$ cat config.mk
export PLATFORM = sky130hd
export DESIGN_NAME = memory_arbiter
export DESIGN_NICKNAME = d
export VERILOG_FILES = /design/src/rtl/arb_pkg.sv /design/src/rtl/memory_arbiter.sv
export SDC_FILE = /design/constraint.sdc
export NUM_CORES = 1
export LEC_CHECK = 0
export ABC_CLOCK_PERIOD_IN_PS = 4300
export CORE_ASPECT_RATIO = 0.5
export CORE_MARGIN = 2
export CORE_UTILIZATION = 31
export DETAILED_ROUTE_END_ITERATION = 8
export GPL_TIMING_DRIVEN = 0
export PLACE_DENSITY = 0.76
export SLEW_MARGIN = 20
export SYNTH_ARGS = -nofsm -noshare
export SYNTH_HDL_FRONTEND = slang
export SYNTH_SLANG_ARGS = --single-unit
$ cat constraint.sdc
create_clock -name CLK -period 4.3 [get_ports CLK]
set_input_delay 0.86 -clock CLK [delete_from_list [all_inputs] [get_ports CLK]]
set_output_delay 0.86 -clock CLK [all_outputs]
set_load 0.02 [all_outputs]
$ cat src/rtl/arb_pkg.sv
// Shared types and constants for the instruction/data memory arbiter.
package arb_pkg;

    typedef enum logic [2:0] {
        IDLE,
        IACC,
        DACC,
        IRESP,
        DRESP
    } arbState;

    localparam logic [31:0] ARB_ERR_DATA = 32'hDEADBEEF;

endpackage

$ cat src/rtl/memory_arbiter.sv
// Two-requester (instruction/data) arbiter onto one shared memory port, alternating priority on contention.
// Latency: request->strobe 1 cycle, mem_ack->ready pulse 1 cycle; requesters hold requests until their ready pulse.
// Backpressure: strobes stay high until mem_ack; ARB_TIMEOUT_EN adds a watchdog that completes stalled accesses.
module memory_arbiter
    import arb_pkg::*;
#(
    parameter int ADDR_W         = 32,
    parameter int DATA_W         = 32,
    parameter int TIMEOUT_CYCLES = 255
) (
    input  logic              CLK,
    input  logic              RST,
    input  logic              imemRen,
    input  logic [ADDR_W-1:0] imemaddr,
    input  logic              dmmRen,
    input  logic              dmmWen,
    input  logic [ADDR_W-1:0] dmmaddr,
    input  logic [DATA_W-1:0] dmmstore,
    output logic              i_ready,
    output logic              d_ready,
    output logic [DATA_W-1:0] imemload,
    output logic [DATA_W-1:0] dmmload,
    output logic              mem_ren,
    output logic              mem_wen,
    output logic [ADDR_W-1:0] mem_addr,
    output logic [DATA_W-1:0] mem_wdata,
    input  logic [DATA_W-1:0] mem_rdata,
    input  logic              mem_ack,
    output logic              arb_err
);

    if (TIMEOUT_CYCLES < 1) begin : g_bad_timeout
        $error("memory_arbiter: TIMEOUT_CYCLES must be at least 1");
    end

    arbState           state;
    arbState           state_nxt;
    logic              last_grant;   // 1 = data side won the most recent grant
    logic              acc_wr;
    logic              d_req;
    logic              grant_d;
    logic              grant_i;
    logic              timeout;
    logic [DATA_W-1:0] err_load;

    assign d_req   = dmmRen | dmmWen;
    assign grant_d = d_req & (~imemRen | ~last_grant);
    assign grant_i = imemRen & ~grant_d;

    always_ff @(posedge CLK) begin
        if (RST) begin
            state <= IDLE;
        end else begin
            state <= state_nxt;
        end
    end

    always_comb begin
        state_nxt = state;
        case (state)
            IDLE: begin
                if (grant_d) begin
                    state_nxt = DACC;
                end else if (grant_i) begin
                    state_nxt = IACC;
                end
            end
            IACC:    if (mem_ack || timeout) state_nxt = IRESP;
            DACC:    if (mem_ack || timeout) state_nxt = DRESP;
            IRESP:   state_nxt = IDLE;
            DRESP:   state_nxt = IDLE;
            default: state_nxt = IDLE;
        endcase
    end

    always_comb begin
        mem_ren = 1'b0;
        mem_wen = 1'b0;
        i_ready = 1'b0;
        d_ready = 1'b0;
        case (state)
            IACC: mem_ren = 1'b1;
            DACC: begin
                mem_ren = ~acc_wr;
                mem_wen = acc_wr;
            end
            IRESP:   i_ready = 1'b1;
            DRESP:   d_ready = 1'b1;
            default: ;
        endcase
    end

    // Access parameters are frozen at grant so the memory sees stable mem_* for the whole access.
    always_ff @(posedge CLK) begin
        if (RST) begin
            last_grant <= 1'b0;
            acc_wr     <= 1'b0;
            mem_addr   <= '0;
            mem_wdata  <= '0;
            imemload   <= '0;
            dmmload    <= '0;
        end else begin
            if (state == IDLE) begin
                if (grant_d) begin
                    last_grant <= 1'b1;
                    acc_wr     <= dmmWen;
                    mem_addr   <= dmmaddr;
                    mem_wdata  <= dmmstore;
                end else if (grant_i) begin
                    last_grant <= 1'b0;
                    acc_wr     <= 1'b0;
                    mem_addr   <= imemaddr;
                end
            end
            if (state == IACC) begin
                if (mem_ack) begin
                    imemload <= mem_rdata;
                end else if (timeout) begin
                    imemload <= err_load;
                end
            end
            if (state == DACC) begin
                if (mem_ack) begin
                    if (!acc_wr) begin
                        dmmload <= mem_rdata;
                    end
                end else if (timeout) begin
                    dmmload <= err_load;
                end
            end
        end
    end

`ifdef ARB_TIMEOUT_EN
    localparam int                TCNT_W    = $clog2(TIMEOUT_CYCLES + 1);
    localparam logic [TCNT_W-1:0] TCNT_LAST = TCNT_W'(TIMEOUT_CYCLES - 1);

    logic [TCNT_W-1:0] tcnt;
    logic              arb_err_q;
    logic              in_acc;

    assign in_acc   = (state == IACC) || (state == DACC);
    assign timeout  = in_acc && (tcnt == TCNT_LAST);
    assign err_load = DATA_W'(ARB_ERR_DATA);
    assign arb_err  = arb_err_q;

    // A same-cycle mem_ack beats the watchdog, so the error flag only sets on a true stall.
    always_ff @(posedge CLK) begin
        if (RST) begin
            tcnt      <= '0;
            arb_err_q <= 1'b0;
        end else if (in_acc) begin
            tcnt <= tcnt + TCNT_W'(1);
            if (timeout && !mem_ack) begin
                arb_err_q <= 1'b1;
            end
        end else begin
            tcnt <= '0;
        end
    end
`else
    assign timeout  = 1'b0;
    assign err_load = '0;
    assign arb_err  = 1'b0;
`endif

endmodule

==> run metrics <==
status completed; Port Buffers 264; row cnt 34; worst r2r dst mem_addr[13]$_SDFFE_PP0P_; Die W 193 microns; Boundary Pins 267; DP HPWL 14.6 mm; final wirelength 19.0 mm; Worst-Margin Slew 0.639 ns; clock slew at reported path FFs 0.06 ns; initial detailed-routing violation count approximately 300; flops & latches, synth 133; period utilisation layout 64.7%; Worst setup startpoint state[1]$_SDFFE_PP0P_; Synth area leaders dfxtp_1 (48%), a21oi_1 (9.2%), nand2_1 (8.8%), nand2b_1 (7.2%), mux2i_1 (5.8%); Seq/Total Area, Yosys 48.2%; Nets 1063; Max Buffers Root-to-Sink 2; Synth warnings 0; Post-Place Cells approximately 1100; Antenna Violating Nets Remaining 0; Critical Path AT 1.92 ns; Overall Power about 3.7 mW; final hold vios 0; top_reg_cell synth dfxtp_1; critical path startpoint category flip-flop; reg2reg start state[1]$_SDFFE_PP0P_; top-area cell type share of the netlist area 48.2%; CTS root buffer clkbuf_16; Maximum Capacitance Violations 0; TNS Setup 0 ns; cts repair resizes 0; Max Slew Vio Count 0; Vias 5723; Post-synth EDFFs 0; reg2reg path depth 6; Worst VDD drop 0.263 mV; CTS tree yes; Syn Nets 780; final non-filler cell total 1176; routed len/inst 16.1 microns; crit path cell chain buf_6 -> inv_1 -> nor4b_1 -> clkdlybuf4s50_1; global-route wire length before repair roughly 30 mm; largest net degree at the start of global routing 17; Num CTS Buffers 17; Unique masters post-synth 29; Critical Path Max Stage Delay 0.69 ns; Period minus WS final approximately 2.8 ns; cts hold-fix bufs 0; GRT Resource Usage Total 20.0%; post-synth top area cell dfxtp_1; CP endpoint kind output port; Fmax 360 MHz; Layout area overhead 63.5%; Critical Path End mem_wen; utilization after layout 51.9%; RSZ-0062 raised after global routing no; fraction of layout cells with a size suffix above 1 8.60%; vias per cell 4.87; slowest stage cell, crit path clkdlybuf4s50_1; die height 98.4 microns; initial antenna violation count 0; worst setup margin 1.52 ns; Hold Crit Class flip-flop to flip-flop; Initial Util 31.7%; H-Tree Depth 4; power per cell area 410 nW/um^2; DRC 0; fill count 1616; Hold Startpoint imemload[10]$_SDFFE_PP0P_; Sink Count 133; Placer Congestion between 0.8 and 0.9; synthesized area 5520 sq um; Final Skew 0.00990 ns; synthesized area per cell 8.55 sq um; pre-CTS setup slack 1.58 ns; P_leak 3.24 nW; core area 17400 sq um; worst-path fanout max 10; global route overflow 0; Slew headroom 57.4%; vias in the first global route 5700; Post-synth ARST share 0%; # setup viols final 0; setup repair bufs after CTS 0; critical setup path kind flip-flop to output port; Req. time, crit path 3.44 ns; worst skew pair latency 0.40 ns; die area approximately 19000 sq um; FF-to-FF setup slack 2.69 ns; DRT Pass-1 Iters 5; ant diodes 0; Cells after Synth 646
==> power breakdown <==
group | internal, mW | switching (mW) | total, mW
clock | 0.833 | 0.564 | 1.40
sequential | 1.34 | 0.0585 | 1.40
combinational | 0.438 | 0.471 | 0.909
==> how the worst min path moves through the flow <==
stage	endpoint	depth (start not counted)
2_1_floorplan	acc_wr$_SDFFE_PP0P_	2
3_3_place_gp	imemload[10]$_SDFFE_PP0P_	2
3_5_place_dp	imemload[2]$_SDFFE_PP0P_	2
4_1_cts	imemload[10]$_SDFFE_PP0P_	2
5_1_grt	imemload[31]$_SDFFE_PP0P_	2
6_report	imemload[10]$_SDFFE_PP0P_	2
==> cells in the mapped netlist (3+ instances only) <==
cell type and number:
buf_2 30, nand3_1 33, mux2i_1 32, a311oi_1 32, clkbuf_1 21, nand2_1 129
dfxtp_1 133, a21oi_1 101, nand2b_1 64, buf_6 8, clkbuf_2 3, o21ai_0 34
nor2_1 3, nor3b_1 3
==> metal layers <==
| metal | vias up | track usage, % | part of all wire [%] |
|---|---|---|---|
| met3 | 42 | 3.92 | 4.2 |
| met4 | 0 | 8.93 | 3.2 |
| li1 | 2797 | - | - |
| met5 | - | 0 | 0 |
| met1 | 2712 | 24.9 | 43 |
| met2 | 172 | 33.7 | 49 |
==> cells in the final DEF, fill, tap and decap left out, drive strengths merged <==
master         Yosys  final
nor3b              3      3
clkdlybuf4s50      0    264
mux2i             32     32
o21ai             34     34
clkinvlp           0      2
nor4               2      2
o21bai             1      1
a311oi            32     32
nand2b            64     64
nor3               3      3
clkbuf            24     43
nand2            129    129
inv                1      5
conb               1      1
bufinv             0      1
and4bb             1      1
o2bb2ai            1      1
a2bb2oi            1      1
nor4b              1      1
clkinv             0      6
nor2               5      5
nand3             33     33
dfxtp            133    133
buf               40     40
or3                2      2
a21oi            101    101
nand4bb            2      2
==> flip-flops by register name, indices dropped and copies added (netlist names) <==
signal / cells
acc_wr: 1
dmmload: 32
imemload: 32
last_grant: 1
mem_addr: 32
mem_wdata: 32
state: 3
==> final cells by class <==
cell class	count	area [sq um]	area share (%)
Buffer	64	349	3.86
Clock buffer	19	453	5.01
Clock inverter	13	121	1.34
Inverter	1	3.75	0.0416
Multi-Input combinational cell	448	2510	27.8
Sequential cell	133	2660	29.5
Tap cell	234	293	3.24
Timing Repair Buffer	264	2640	29.3
==> worst max-delay path, delay by kind of cell, from the launching register on <==
kind,cells,cell delay (ns)
buffers and inverters,3,0.90
DFF,1,0.33
and+or+nand+nor,1,0.29
==> metrics by stage <==
step                      hold slack, ns  instance area (sq um)
after floorplan                    0.482                   5520
after global placement             0.444                   8460
after detailed placement           0.449                   8460
after CTS                          0.458                   9030
after global routing               0.479                   9030
final                              0.454                   9030
==> logic make-up after synthesis <==
logic type / Yosys count / synth area share [%]
AOI/OAI and AO/OA: 170 / 18.0
buffers and inverters: 65 / 6.39
DFF: 133 / 48.2
muxes: 32 / 5.80
other: 1 / 0.0679
and+or+nand+nor: 245 / 21.5
No activity file was read; power rests on OpenSTA's default activity.
